$ cat config.mk
export PLATFORM = sky130hd
export DESIGN_NAME = spi_sram_dma_engine
export DESIGN_NICKNAME = d
export VERILOG_FILES = /design/src/rtl/spi_sram_dma_engine.sv
export SDC_FILE = /design/constraint.sdc
export NUM_CORES = 1
export LEC_CHECK = 0
export BUFFER_PORTS_ARGS = -buffer_cell sky130_fd_sc_hd__buf_2
export CORE_MARGIN = 2
export CORE_UTILIZATION = 55
export DETAILED_ROUTE_END_ITERATION = 10
export HOLD_SLACK_MARGIN = 0.02
export PLACE_DENSITY = 0.9
export SYNTH_ARGS = -nofsm -noshare
export SYNTH_HDL_FRONTEND = slang
export SYNTH_SLANG_ARGS = --single-unit
$ cat constraint.sdc
create_clock -name CLK -period 2.25 [get_ports CLK]
set_input_delay 0.1125 -clock CLK [delete_from_list [all_inputs] [get_ports CLK]]
set_output_delay 0.1125 -clock CLK [all_outputs]
set_load 0.005 [all_outputs]
$ cat src/rtl/spi_sram_dma_engine.sv
// SPI master DMA engine: streams SRAM bytes out over SPI, stores received bytes back,
// or both (full duplex), for a latched address/length on one selectable chip select.
module spi_sram_dma_engine #(
    parameter int MEMORY_DATA_WIDTH = 8,
    parameter int MEMORY_ADDR_WIDTH = 9,
    parameter int RESERVED_DATA_LEN = 8,
    parameter int CS_SEL_WIDTH      = 2,
    parameter int DIV_WIDTH         = 4
) (
    input  logic                              CLK,
    input  logic                              RST,
    input  logic                              BGN,
    input  logic                              ABORT,
    input  logic [1:0]                        MODE,
    input  logic [CS_SEL_WIDTH-1:0]           CS_SEL,
    input  logic [MEMORY_ADDR_WIDTH-1:0]      ADDR_BGN,
    input  logic [RESERVED_DATA_LEN-1:0]      DATA_LEN,
    input  logic [DIV_WIDTH-1:0]              FREQ_DIV,
    input  logic [MEMORY_DATA_WIDTH-1:0]      Q,
    input  logic                              SPI_SI,
    output logic                              SCLK,
    output logic [(1<<CS_SEL_WIDTH)-1:0]      CS_N,
    output logic                              SPI_SO,
    output logic                              CEN,
    output logic                              WEN,
    output logic [MEMORY_ADDR_WIDTH-1:0]      A,
    output logic [MEMORY_DATA_WIDTH-1:0]      D,
    output logic                              BUSY,
    output logic                              DONE,
    output logic                              ABORTED
);
    localparam int W  = MEMORY_DATA_WIDTH;
    localparam int BW = (W > 1) ? $clog2(W) : 1;
    localparam logic [BW-1:0] LAST_BIT = BW'(W - 1);
    localparam logic [1:0] MODE_WR = 2'b00;
    localparam logic [1:0] MODE_RD = 2'b01;

    typedef enum logic [2:0] {IDLE, FETCH, WAIT, SHIFT, STORE, FINISH} state_t;

    state_t                     state, state_next;
    logic [1:0]                 mode_q;
    logic [CS_SEL_WIDTH-1:0]    cs_q;
    logic [MEMORY_ADDR_WIDTH-1:0] addr_q;
    logic [RESERVED_DATA_LEN-1:0] len_q;
    logic [DIV_WIDTH-1:0]       div_q, div_cnt;
    logic [BW-1:0]              bit_cnt;
    logic                       sclk_q;
    logic [W-1:0]               tx_sr, rx_sr;
    logic                       busy_q, done_q, aborted_q;

    logic start, abort_take, advance, tick, last;

    assign tick       = (div_cnt == div_q);
    assign last       = (len_q == RESERVED_DATA_LEN'(1));
    assign abort_take = (state != IDLE) && ABORT;

    always_ff @(posedge CLK) begin
        if (RST) state <= IDLE;
        else     state <= state_next;
    end

    always_comb begin
        state_next = state;
        start      = 1'b0;
        advance    = 1'b0;
        case (state)
            IDLE: begin
                if (BGN) begin
                    start = 1'b1;
                    if (DATA_LEN == '0)        state_next = FINISH;
                    else if (MODE == MODE_RD)  state_next = SHIFT;
                    else                       state_next = FETCH;
                end
            end
            FETCH: state_next = WAIT;
            WAIT:  state_next = SHIFT;
            SHIFT: begin
                // A byte ends on its last falling SCLK edge, leaving SCLK low.
                if (tick && sclk_q && bit_cnt == LAST_BIT) begin
                    if (mode_q == MODE_WR) begin
                        advance    = 1'b1;
                        state_next = last ? FINISH : FETCH;
                    end else begin
                        state_next = STORE;
                    end
                end
            end
            STORE: begin
                advance    = 1'b1;
                if (last)                  state_next = FINISH;
                else if (mode_q == MODE_RD) state_next = SHIFT;
                else                       state_next = FETCH;
            end
            FINISH:  state_next = IDLE;
            default: state_next = IDLE;
        endcase
        if (abort_take) state_next = IDLE;
    end

    always_ff @(posedge CLK) begin
        if (RST) begin
            mode_q    <= '0;
            cs_q      <= '0;
            addr_q    <= '0;
            len_q     <= '0;
            div_q     <= '0;
            div_cnt   <= '0;
            bit_cnt   <= '0;
            sclk_q    <= 1'b0;
            tx_sr     <= '0;
            rx_sr     <= '0;
            busy_q    <= 1'b0;
            done_q    <= 1'b0;
            aborted_q <= 1'b0;
        end else if (abort_take) begin
            sclk_q    <= 1'b0;
            busy_q    <= 1'b0;
            done_q    <= 1'b1;
            aborted_q <= 1'b1;
        end else begin
            if (start) begin
                mode_q    <= (MODE == 2'b11) ? MODE_WR : MODE;
                cs_q      <= CS_SEL;
                addr_q    <= ADDR_BGN;
                len_q     <= DATA_LEN;
                div_q     <= FREQ_DIV;
                div_cnt   <= '0;
                bit_cnt   <= '0;
                sclk_q    <= 1'b0;
                tx_sr     <= '0;
                busy_q    <= 1'b1;
                done_q    <= 1'b0;
                aborted_q <= 1'b0;
            end
            case (state)
                WAIT: begin
                    tx_sr   <= Q;
                    div_cnt <= '0;
                    bit_cnt <= '0;
                end
                SHIFT: begin
                    if (tick) begin
                        div_cnt <= '0;
                        sclk_q  <= ~sclk_q;
                        if (!sclk_q) begin
                            rx_sr <= {rx_sr[W-2:0], SPI_SI};
                        end else if (bit_cnt == LAST_BIT) begin
                            bit_cnt <= '0;
                        end else begin
                            bit_cnt <= bit_cnt + 1'b1;
                            tx_sr   <= {tx_sr[W-2:0], 1'b0};
                        end
                    end else begin
                        div_cnt <= div_cnt + 1'b1;
                    end
                end
                FINISH: begin
                    busy_q <= 1'b0;
                    done_q <= 1'b1;
                end
                default: ;
            endcase
            if (advance) begin
                addr_q <= addr_q + 1'b1;
                len_q  <= len_q - 1'b1;
            end
        end
    end

    // Chip select stays asserted across the inter-byte FETCH/WAIT/STORE gaps.
    always_comb begin
        CS_N = '1;
        if (state == FETCH || state == WAIT || state == SHIFT || state == STORE)
            CS_N[cs_q] = 1'b0;
    end

    assign SCLK    = sclk_q;
    assign SPI_SO  = (state == SHIFT && mode_q != MODE_RD) ? tx_sr[W-1] : 1'b0;
    assign CEN     = !(state == FETCH || state == STORE);
    assign WEN     = !(state == STORE);
    assign A       = (state == FETCH || state == STORE) ? addr_q : '0;
    assign D       = (state == STORE) ? rx_sr : '0;
    assign BUSY    = busy_q;
    assign DONE    = done_q;
    assign ABORTED = aborted_q;

endmodule

==> impl.org <==
** Clocking
- The number of setup buffers added after CTS is 0.
- After clock tree synthesis, the clock-pin slew on the worst setup and hold paths is 0.11 ns.
- The longest clock path from root to sink contains 2 buffers.
- Later-pin clock latency in the skew report :: roughly 0.32 ns
- Number of clock buffers inserted by TritonCTS :: 5
- H-Tree Level Count :: 2
- The cell sitting at the root of the clock tree is a sky130_fd_sc_hd__clkbuf_8.
- Counting every sink on the clock net gives 55.
- TritonCTS built the clock tree.

** STA
- The max-slew violation count came to 0.
- At the pin with the least slew margin, the transition time is just under 0.8 ns.
- The smallest clock period supported by the final layout is computed as around 2.1 ns.
- The clock arrives with between 0.015 and 0.02 ns of skew.
- The final hold violation count is 0.
- Setup repair after global routing left no endpoint under its margin.
- Setup total negative slack on the finished layout was measured at 0 ns.
- Setup violations remaining at the end of the flow were counted as 0.
- Hold timing on the final database bottoms out at a slack of 0.0226 ns.
- The worst path uses between 90% and 100% of the clock period.
- Max-slew headroom :: approximately half
- Derived from the worst setup path, the maximum achievable clock frequency is approximately 480 MHz.

** Yosys
- By count the netlist is led by 55 x sky130_fd_sc_hd__dfxtp_1, 39 x sky130_fd_sc_hd__nor2_1, 32 x sky130_fd_sc_hd__nand2_1.
- The synthesized netlist occupies a cell area of 3130 sq um.
- The synthesized design contains 0 enable-type register cells.
- For this run, the register share of the synthesized area comes to around a third.
- Post-synthesis net count :: ~420
- The synthesized design spends more area on one cell type than any other, namely sky130_fd_sc_hd__dfxtp_1.
- In the synthesized netlist the dominant register cell turns out to be sky130_fd_sc_hd__dfxtp_1.
- Ranked by total cell area, the synthesized netlist is headed by sky130_fd_sc_hd__dfxtp_1 35%, sky130_fd_sc_hd__mux2i_1 7.4%, sky130_fd_sc_hd__nor2_1 4.7%.
- Distinct cell type count of the synthesized netlist :: 60
- The top cell type by area accounts for a little over a third of the synthesized area.
- In this run, synthesis produced a sequential element count of 55.
- Among all cell types in the netlist, the one instantiated most often is sky130_fd_sc_hd__dfxtp_1.
- The cell count after synthesis came out at approximately 380.
- Average cell area after synthesis :: 8.28 sq um
- Counting flops with an async set or reset pin after synthesis yields a share of 0%.
- During synthesis, Yosys emitted a total of 0 warnings.

** Worst setup path
- CP Launch Type :: flip-flop
- In this run the worst path has a maximum fanout of 8.
- STA puts the critical path data required time at 2.45 ns.
- At the worst endpoint, the arrival time is about 2.3 ns.
- Counting cells, the worst reg-to-reg path comes to 5.
- The worst setup path is of the reg2reg kind.
- R2r startpoint :: div_cnt[2]
- The endpoint identified for the worst register-to-register timing path is rx_sr[3].
- Minimum setup slack among reg-to-reg paths :: roughly 0.15 ns
- Crit. End Element :: flip-flop

** Power
- Relative contribution of sequential cells to total power :: 44.2%
- Power dissipated by switching net loads :: roughly 0.00076 W
- Summed over all cells, the static leakage comes to between 1.5 and 2 nW.
- In this run the power density over the cells is ~680 nW/um^2.
- Combinational logic is responsible for between 20% and 30% of the overall power.
- Worst IR drop on VDD :: 493 uV
- Of the total power, the clock network draws a little under a third.
- Internal power contribution :: approximately 0.0017 W
- Net switching is 30.5% of the power.

** Layout
- The area growth from synthesis to layout is 17.7%.
- Count of antenna diodes in the layout :: 0
- The filler cells instantiated in the layout total 439.
- Final layout net count :: between 400 and 500
- In the final layout, the share of cells above drive strength 1 is ~22%.
- Final cell utilization of the core :: between 60% and 70%

** Die
- Die area :: around 6300 sq um
- The floorplan step set the die width to 79.4 um.
- The total area inside the core boundary comes to about 5500 sq um.
- For this configuration, the core starts out at a cell density of 56.8%.
- Number of placed I/O pins :: 66
- The initialized floorplan defines 27 standard-cell rows.
- Die Y :: between 70 and 80 um

** Worst hold path
- In this run the worst hold path is classified as in2reg.
- The startpoint identified for the worst hold timing path is FREQ_DIV[0].
- For hold timing, the worst endpoint is div_q[0].
- The worst hold path passes through 3 cells.

** Global route
- Pin count of the biggest net entering global routing :: 32
- In the global route stage, overall resource usage came out at between 20% and 30%.
- Number of antenna violations at the first check in global routing :: 0
- The number of global-route vias before repair came to approximately 2900.
- After global routing the overflow that remains totals 0.
- The first global-routing pass estimated approximately 13000 um of wire.

** Detailed routing
- Starting DRC count in detailed routing :: 217
- The count of nets left with antenna violations once routing finished came out at 0.
- After detailed routing, the total wire length is between 7000 and 8000 um.
- In the routed layout, each cell is associated on average with a via count of ~5.9.
- The detailed router placed 3037 vias in this run.
- Total iterations of the first detailed-routing run :: 5
- DRC violation count after routing :: 0
- In the final routed layout, each cell accounts on average for ~16 um.

** Place
- Once detailed placement completed, the half-perimeter wirelength came to about 5800 um.
- Input and output buffers added on the ports amount to 65.
- At the end of routability-driven placement, the weighted congestion stood at between 0.8 and 0.9.

** Status
- The flow ran to the end, and the final reports show no timing, DRC or antenna violations.

** Flow run
- The tool flagged a number of max-cap violations equal to 0.
layer usage:
layer,track usage (%),up-vias,wire [um]
met5,0,-,0
met4,9.31,0,138
met3,5.32,16,492
met2,43.8,113,3770
met1,34.2,1422,3580
li1,-,1486,-
state kept, by name (all words and copies together), names as in the netlist:
register	cells
tx_sr	8
len_q	8
BUSY	1
addr_q	9
rx_sr	8
div_q	4
div_cnt	4
bit_cnt	3
ABORTED	1
DONE	1
state	3
mode_q	2
cs_q	2
SCLK	1
worst max-delay path: stages (launching register included):
cell and delay [ns]:
sky130_fd_sc_hd__dfxtp_1 0.36, sky130_fd_sc_hd__xnor2_1 0.22, sky130_fd_sc_hd__nand4_1 0.29, sky130_fd_sc_hd__or4_1 0.78, sky130_fd_sc_hd__mux2i_1 0.27, sky130_fd_sc_hd__nor2_1 0.05
cells in the final DEF (no fill, tap or decap), types with 4 or more instances in the layout:
cell type,n
sky130_fd_sc_hd__nor3_1,11
sky130_fd_sc_hd__a222oi_1,6
sky130_fd_sc_hd__o21ai_1,4
sky130_fd_sc_hd__nand2_1,32
sky130_fd_sc_hd__xnor2_1,7
sky130_fd_sc_hd__dfxtp_1,55
sky130_fd_sc_hd__o32ai_1,11
sky130_fd_sc_hd__mux2i_1,23
sky130_fd_sc_hd__inv_1,27
sky130_fd_sc_hd__a21oi_1,24
sky130_fd_sc_hd__nand3b_1,5
sky130_fd_sc_hd__o21ai_0,6
sky130_fd_sc_hd__and3_1,10
sky130_fd_sc_hd__a22oi_1,10
sky130_fd_sc_hd__nand3_1,8
sky130_fd_sc_hd__clkbuf_8,5
sky130_fd_sc_hd__buf_2,65
sky130_fd_sc_hd__ha_1,6
sky130_fd_sc_hd__buf_4,11
sky130_fd_sc_hd__nor2_1,39
repair_timing:
item	4_1_cts	5_1_grt
resized for setup	0	1
endpoints found under the hold margin	0	3
hold buffers	0	3
endpoints found under the setup margin	0	1
power groups by stage:
| stage | registers (W) | clock network [W] | logic (W) |
|---|---|---|---|
| 2_1_floorplan | 0.00110 | 0 | 0.000431 |
| 3_3_place_gp | 0.00112 | 0 | 0.000570 |
| 3_5_place_dp | 0.00112 | 0 | 0.000592 |
| 4_1_cts | 0.00110 | 0.000781 | 0.000595 |
| 5_1_grt | 0.00111 | 0.000824 | 0.000672 |
| 6_report | 0.00110 | 0.000781 | 0.000608 |
cell families (layout without fill, tap and decap cells):
| kind of cell | after synthesis | after routing | share of synthesized area, % |
|---|---|---|---|
| AO/OA/AOI/OAI | 89 | 89 | 20.4 |
| XOR/XNOR | 7 | 7 | 1.96 |
| adder cells (fa/ha/maj) | 6 | 6 | 2.40 |
| buffers and inverters | 55 | 116 | 7.84 |
| flip-flops | 55 | 55 | 35.2 |
| multiplexers | 24 | 24 | 7.72 |
| AND/OR/NAND/NOR | 142 | 142 | 24.5 |
through the flow:
stage | total power (W) | cell area, sq um | instances | setup slack (ns)
CTS | 0.00248 | 3650 | 508 | 0.135
finish | 0.00249 | 3680 | 511 | 0.153
floorplan | 0.00153 | 3130 | 378 | 0.379
detailed placement | 0.00171 | 3510 | 500 | 0.158
global placement | 0.00169 | 3510 | 500 | 0.208
global route | 0.00261 | 3680 | 511 | 0.0380
layout make-up:
class	instances	area [sq um]	area share, %
clock buffer	5	68.8	1.87
clock inverter	3	67.6	1.83
inverter	28	105	2.85
multi-input combinational	268	1790	48.7
sequential	55	1100	29.9
tap	72	90.1	2.45
timing repair buffer	80	458	12.4
worst max-delay path by stage:
stage                from  cells after the start  slack, ns        end
2_1_floorplan    state[0]                      8       0.38   rx_sr[0]
3_3_place_gp   div_cnt[0]                      6       0.21  addr_q[6]
3_5_place_dp   div_cnt[1]                      5       0.16  addr_q[7]
4_1_cts        div_cnt[0]                      5       0.14  addr_q[7]
5_1_grt          state[1]                      5       0.04   rx_sr[3]
6_report       div_cnt[2]                      5       0.15   rx_sr[3]
Power figures use the tool's default switching activity.
